### src/rtl/sub_s_serial.sv
// Bit-serial signed subtractor: diff = x - y computed LSB first as x + ~y + 1,
// one bit per clock, with positive (of) and negative (uf) overflow flags.
module sub_s_serial #(
   parameter int WIDTH = 4
) (
   input  logic             clk,
   input  logic             rst,
   input  logic             start,
   input  logic [WIDTH-1:0] x,
   input  logic [WIDTH-1:0] y,
   output logic             busy,
   output logic             done,
   output logic [WIDTH-1:0] diff,
   output logic             of,
   output logic             uf
);

   localparam int CNT_W = $clog2(WIDTH);
   localparam logic [CNT_W-1:0] LAST_BIT = CNT_W'(WIDTH - 1);

   typedef enum logic {
      IDLE  = 1'b0,
      SHIFT = 1'b1
   } state_t;

   function automatic logic maj3(input logic a, input logic b, input logic c);
      return (a & b) | (a & c) | (b & c);
   endfunction

   state_t           state_q, state_d;
   logic [WIDTH-1:0] xs_q, xs_d;
   logic [WIDTH-1:0] ys_q, ys_d;
   logic [WIDTH-1:0] res_q, res_d;
   logic [CNT_W-1:0] cnt_q, cnt_d;
   logic             c_q, c_d;
   logic             xm_q, xm_d;
   logic             ym_q, ym_d;
   logic             busy_q, busy_d;
   logic             done_q, done_d;
   logic [WIDTH-1:0] diff_q, diff_d;
   logic             of_q, of_d;
   logic             uf_q, uf_d;
   logic             sum_s;

   // State and datapath registers, synchronous reset has top priority
   always_ff @(posedge clk) begin
      if (rst) begin
         state_q <= IDLE;
         xs_q    <= {WIDTH{1'b0}};
         ys_q    <= {WIDTH{1'b0}};
         res_q   <= {WIDTH{1'b0}};
         cnt_q   <= {CNT_W{1'b0}};
         c_q     <= 1'b0;
         xm_q    <= 1'b0;
         ym_q    <= 1'b0;
         busy_q  <= 1'b0;
         done_q  <= 1'b0;
         diff_q  <= {WIDTH{1'b0}};
         of_q    <= 1'b0;
         uf_q    <= 1'b0;
      end else begin
         state_q <= state_d;
         xs_q    <= xs_d;
         ys_q    <= ys_d;
         res_q   <= res_d;
         cnt_q   <= cnt_d;
         c_q     <= c_d;
         xm_q    <= xm_d;
         ym_q    <= ym_d;
         busy_q  <= busy_d;
         done_q  <= done_d;
         diff_q  <= diff_d;
         of_q    <= of_d;
         uf_q    <= uf_d;
      end
   end

   // Next-state logic: one full-adder step on the current LSBs per SHIFT cycle
   always_comb begin
      state_d = state_q;
      xs_d    = xs_q;
      ys_d    = ys_q;
      res_d   = res_q;
      cnt_d   = cnt_q;
      c_d     = c_q;
      xm_d    = xm_q;
      ym_d    = ym_q;
      busy_d  = busy_q;
      done_d  = 1'b0;
      diff_d  = diff_q;
      of_d    = of_q;
      uf_d    = uf_q;
      sum_s   = xs_q[0] ^ ~ys_q[0] ^ c_q;

      case (state_q)
         IDLE: begin
            if (start) begin
               xs_d    = x;
               ys_d    = y;
               xm_d    = x[WIDTH-1];
               ym_d    = y[WIDTH-1];
               c_d     = 1'b1;
               cnt_d   = {CNT_W{1'b0}};
               busy_d  = 1'b1;
               state_d = SHIFT;
            end else begin
               state_d = IDLE;
            end
         end
         SHIFT: begin
            res_d = {sum_s, res_q[WIDTH-1:1]};
            xs_d  = {1'b0, xs_q[WIDTH-1:1]};
            ys_d  = {1'b0, ys_q[WIDTH-1:1]};
            c_d   = maj3(xs_q[0], ~ys_q[0], c_q);
            cnt_d = cnt_q + CNT_W'(1);
            // The final sum bit is the result sign, so flags use it directly
            if (cnt_q == LAST_BIT) begin
               state_d = IDLE;
               busy_d  = 1'b0;
               done_d  = 1'b1;
               diff_d  = {sum_s, res_q[WIDTH-1:1]};
               of_d    = ~xm_q & ym_q & sum_s;
               uf_d    = xm_q & ~ym_q & ~sum_s;
               cnt_d   = {CNT_W{1'b0}};
            end else begin
               state_d = SHIFT;
            end
         end
         default: begin
            state_d = IDLE;
            busy_d  = 1'b0;
         end
      endcase
   end

   assign busy = busy_q;
   assign done = done_q;
   assign diff = diff_q;
   assign of   = of_q;
   assign uf   = uf_q;

endmodule
### config.mk
export PLATFORM = sky130hd
export DESIGN_NAME = sub_s_serial
export DESIGN_NICKNAME = d
export VERILOG_FILES = /design/src/rtl/sub_s_serial.sv
export SDC_FILE = /design/constraint.sdc
export NUM_CORES = 1
export LEC_CHECK = 0
export ABC_AREA = 1
export BUFFER_PORTS_ARGS = -buffer_cell sky130_fd_sc_hd__buf_2
export CORE_UTILIZATION = 40
export DETAILED_ROUTE_END_ITERATION = 10
export PLACE_DENSITY = 0.61
export SLEW_MARGIN = 0
export SYNTH_ARGS = -nofsm -noshare
export SYNTH_HDL_FRONTEND = slang
export SYNTH_SLANG_ARGS = --single-unit
### constraint.sdc
create_clock -name clk -period 1.4 [get_ports clk]
set_clock_uncertainty 0.1 [all_clocks]
set_input_delay 0.07 -clock clk [delete_from_list [all_inputs] [get_ports clk]]
set_output_delay 0.07 -clock clk [all_outputs]
set_load 0.05 [all_outputs]
Word-level counts from Yosys, hierarchy flattened
Index checks and enable logic that the tools add are counted.
- add/subtract/negate cells: 1
- eq/ne operators: 3
- mux-type cells: 15
- bitwise gates (word level): 16
- reduce and logical (&&, ||, !) cells: 4
- operator list (cell ; count):
    one-hot mux 4 bit (2 select lines) ; 2
    2-to-1 mux 4 bit ; 2
    AND 1 bit ; 7
    one-hot mux 1 bit (2 select lines) ; 3
    AND reduction 2 bit ; 3
    2-to-1 mux 1 bit ; 5
    inverter 1 bit ; 5
    2-to-1 mux 2 bit ; 2
    one-hot mux 2 bit (2 select lines) ; 1
    adder 2 x 1 -> 2 bit, second input constant ; 1
    == test 2 bit, second input constant ; 1
    inequality test 2 x 1 -> 1 bit, second input constant ; 1
    inequality test 2 bit, second input constant ; 1
    OR 1 bit ; 2
    OR reduction 2 bit ; 1
    XOR 1 bit ; 2
- register bits after elaboration: 26
- input bits: 11

Longest topological paths before layout
- depth after elaboration: 5
- depth in mapped cells: 7
- depth with buffers taken out: 7

Least setup slack after synthesis
OpenSTA, ideal clock, no wires.
- path kind: register to register
- start: register xs_q[0]
- end: register res_q[3]
- setup time: 0.115 ns
- arrival: 1.137 ns
- setup slack: 0.048 ns
- cell stages (with the launch flop): 5
- path buffers: 0
- cells stage by stage: dfxtp_1 inv_1 fa_1 nor2_1 o21a_1
- cells in the longest elaborated chain, start to end: 2
- RTL lines (what ; line ; text):
    start: declaration ; 31 ; logic [WIDTH-1:0] xs_q, xs_d;
    start signal: assignment ; 49 ; xs_q <= {WIDTH{1'b0}};
    start signal: assignment ; 63 ; xs_q <= xs_d;
    XOR 1 bit (2 in a row) ; 93 ; sum_s = xs_q[0] ^ ~ys_q[0] ^ c_q;
    end signal: assignment ; 51 ; res_q <= {WIDTH{1'b0}};
    end signal: assignment ; 65 ; res_q <= res_d;
    end: declaration ; 33 ; logic [WIDTH-1:0] res_q, res_d;
Every way passes these cells.
A chain may end at the register's enable or synchronous reset.

Worst setup path in the final report
Same ends and word-level chain as after synthesis.

==> impl_summary.md <==
Run status
The run finished with clean final reports.

Global routing
The global-route usage over all layers is 0.1625. The via count of the first global-routing pass came to 745. Entering global routing, the biggest net connects 16 pins.

The initial antenna violation count is 0. The first global-routing pass estimated 3222 um of wire. For this run the aggregate overflow at the end of global routing stands at 0.

Clock tree
The root buffer cell is sky130_fd_sc_hd__clkbuf_4. The later-pin clock latency in the skew report is 0.33 ns. TritonCTS built the clock tree.

Counting every sink on the clock net gives 25. The number of levels in the clock H-tree is 1. Post-CTS timing repair inserted 0 buffers for setup. The clock-pin transition on the worst setup and hold timing paths is 0.14 ns. The maximum clock path buffer count is 2. Buffers inserted during clock tree synthesis total 3.

Floorplan
The core area is 2297 um2. The width of the die is 52.43 um. For this configuration, the core starts out at a cell density of 0.4428. The count of pins on the block boundary is 19. From bottom edge to top edge, the die measures 52.43 um. The floorplan has 17 rows. The floorplan step defined a die boundary enclosing 2749 um2.

Logic synthesis
The largest area contributor in the netlist is sky130_fd_sc_hd__dfxtp_1. After synthesis, the mean cell area works out to 7.765 um2. The cell area that synthesis handed to floorplanning was 1017 um2. During synthesis, Yosys emitted a total of 0 warnings. Synthesis inferred 25 register bits. The number of nets handed over by synthesis was 144. The fraction of post-synthesis cell area in the top cell type by area is 0.4920. Yosys attributes the largest share of cell area to sky130_fd_sc_hd__dfxtp_1 49%, sky130_fd_sc_hd__nand2_1 15%, sky130_fd_sc_hd__nand3_1 5.9%.

The number of library cell types mapped by synthesis is 17. The sequential area share after synthesis is 0.4920. The cell count after synthesis came out at 131.

STA
Setup repair after global routing could not meet its margin everywhere. Setup violations remaining at the end of the flow were counted as 0. The final hold violation count is 0. The worst path in the final design needs a cycle of 1.368 ns, including I/O delays and setup. The count of pins over their slew limit is 0. The post-route fraction of the period consumed by the critical path is 0.9775. The worst pin sits at a relative slew slack of 0.7676. At the pin with the least slew margin, the transition time is 0.3481 ns. After routing, the total negative slack on setup checks comes to 0 ns.

Derived from the worst setup path, the maximum achievable clock frequency is 730.7 MHz.

Drt
The average detailed-routed wire length per instance is 10.12 um. The routed design has 1882 um of wire. Summed over all nets, wire length on met2 after detailed routing comes to 866 um. The pre-antenna-repair detailed-routing pass consisted of 4 iterations. In the routed design, unresolved DRC markers number 0.

The via density per instance is 4.667. Signal routing reaches up to met4. The total vias in the final route is 868. The detailed router put a total of 911 um of wire on met1. The count of nets left with antenna violations after detail routing is 0. The initial detailed-routing violation count is 12. The routed length on met3 is 85 um.

Setup path
The endpoint identified for the worst register-to-register timing path is res_q[3]. The largest fanout of any net on the critical path is 3. Counting cells, the worst reg-to-reg path comes to 4.

The arrival time reported for the critical path endpoint is 1.52 ns. The worst-case register-to-register setup slack is 0.03 ns. The required time at the worst-slack endpoint is 1.55 ns. The element type at the critical path end is a register.

The origin of the critical flop-to-flop path is xs_q[0]. The beginning of the critical path is xs_q[0]. Following the worst setup path forward leads to its endpoint at res_q[3]. The worst setup path is of the reg -> reg kind. The nature of the critical path startpoint is a register.

Cells and area
The fraction of layout cells with a size suffix above 1 is 0.2215. The area growth from synthesis to final layout is 20.54%. The count of filler cells inserted in the layout is 232.

The library cells used most frequently in the layout, excluding fill and tap cells, are 41 x sky130_fd_sc_hd__nand2_1, 23 x sky130_fd_sc_hd__dfxtp_1, 18 x sky130_fd_sc_hd__buf_2, 12 x sky130_fd_sc_hd__nand3_1. After the last flow step, the layout net total stands at 172. The most common cell after layout, fill and taps aside is sky130_fd_sc_hd__nand2_1.

The number of antenna diodes in the final layout is 0. The final standard cell utilization of the core is 0.5338.

Placed design
In this run the tool buffered the top-level ports with 18 buffer cells. The congestion estimate from routability-driven global placement came to 0.7194. The half-perimeter wire length of the detailed placement result is 1325 um.

Job
The max capacitance violation total is 0.

Power
VDD sags by at most 0.6954 mV. In this run the static leakage power is 0.6098 nW. In this run the power density over the cells is 1038 nW/um2.

Min path
The tightest min-delay check is of the in -> reg type.
==> layout make-up <==
class | instances | area, um2 | share of cell area
multi-input combinational | 85 | 410.4 | 0.3347
clock inverter | 1 | 7.507 | 0.006122
timing repair buffer | 28 | 187.7 | 0.1531
clock buffer | 3 | 22.52 | 0.01837
inverter | 16 | 60.06 | 0.04898
sequential | 25 | 503.0 | 0.4102
tap | 28 | 35.03 | 0.02857
==> routing by layer <==
layer  GRT usage  vias to the layer above
met1      0.1802                      383
met2      0.2827                       20
met3     0.06087                        3
li1            -                      462
met5           0                        -
met4     0.05263                        0
==> worst max-delay path: stages (launching register included) <==
cell	delay, ns
sky130_fd_sc_hd__dfxtp_2	0.36
sky130_fd_sc_hd__inv_2	0.04
sky130_fd_sc_hd__fa_1	0.59
sky130_fd_sc_hd__nor2_2	0.05
sky130_fd_sc_hd__o21a_1	0.16
==> sequential cells by signal, summed over array words and instances, names as in the netlist, 2 cells and up <==
register and flops:
xs_q 4, res_q 3, diff 4, ys_q 4
cnt_q 2
==> per-stage QoR <==
step,setup WS [ns],cells,hold WS [ns],area [um2],power (mW)
global placement,0.008807,173,0.2513,1101,0.9289
global route,-0.02278,186,0.08741,1226,1.351
detailed placement,-0.01890,173,0.2579,1101,0.9334
floorplan,0.04792,131,0.03907,1017,0.9009
CTS,0.0005187,186,0.05164,1224,1.295
finish,0.03150,186,0.07560,1226,1.273
==> cells in the mapped netlist <==
| library cell | n |
|---|---|
| sky130_fd_sc_hd__buf_6 | 3 |
| sky130_fd_sc_hd__fa_1 | 1 |
| sky130_fd_sc_hd__nand2_4 | 1 |
| sky130_fd_sc_hd__inv_2 | 4 |
| sky130_fd_sc_hd__nand3b_1 | 1 |
| sky130_fd_sc_hd__o21ai_0 | 6 |
| sky130_fd_sc_hd__ha_1 | 1 |
| sky130_fd_sc_hd__nor2_4 | 2 |
| sky130_fd_sc_hd__nand3_1 | 12 |
| sky130_fd_sc_hd__nor2_1 | 11 |
| sky130_fd_sc_hd__dfxtp_1 | 25 |
| sky130_fd_sc_hd__nand4_1 | 1 |
| sky130_fd_sc_hd__o21a_1 | 1 |
| sky130_fd_sc_hd__inv_1 | 12 |
| sky130_fd_sc_hd__a21oi_1 | 7 |
| sky130_fd_sc_hd__buf_4 | 2 |
| sky130_fd_sc_hd__nand2_1 | 41 |
==> kinds of logic after synthesis <==
group / Yosys count / share of synthesized area
adder cells (fa/ha/maj): 2 / 0.03198
AO/OA/AOI/OAI: 14 / 0.07134
buffers and inverters: 21 / 0.1070
AND/OR/NAND/NOR: 69 / 0.2977
flip-flops: 25 / 0.4920
==> worst min path at each step <==
stage,start,slack (ns),end,depth (start not counted)
2_1_floorplan,rst,0.04,cnt_q[1],1
3_3_place_gp,y[3],0.25,ym_q,3
3_5_place_dp,y[3],0.26,ym_q,3
4_1_cts,start,0.05,xm_q,4
5_1_grt,start,0.09,ym_q,4
6_report,start,0.08,xm_q,4
==> repair_timing <==
action / 4_1_cts / 5_1_grt
hold buffers: 9 / 0
pin swaps: 2 / 2
hold endpoints to repair: 11 / 0
resized for setup: 3 / 3
endpoints found under the setup margin: 1 / 1
==> where the power goes <==
group	internal, mW	switching [mW]	total [mW]
clock network	0.110	0.224	0.333
logic	0.0731	0.0961	0.169
registers	0.747	0.0233	0.771
Power figures use the tool's default switching activity.
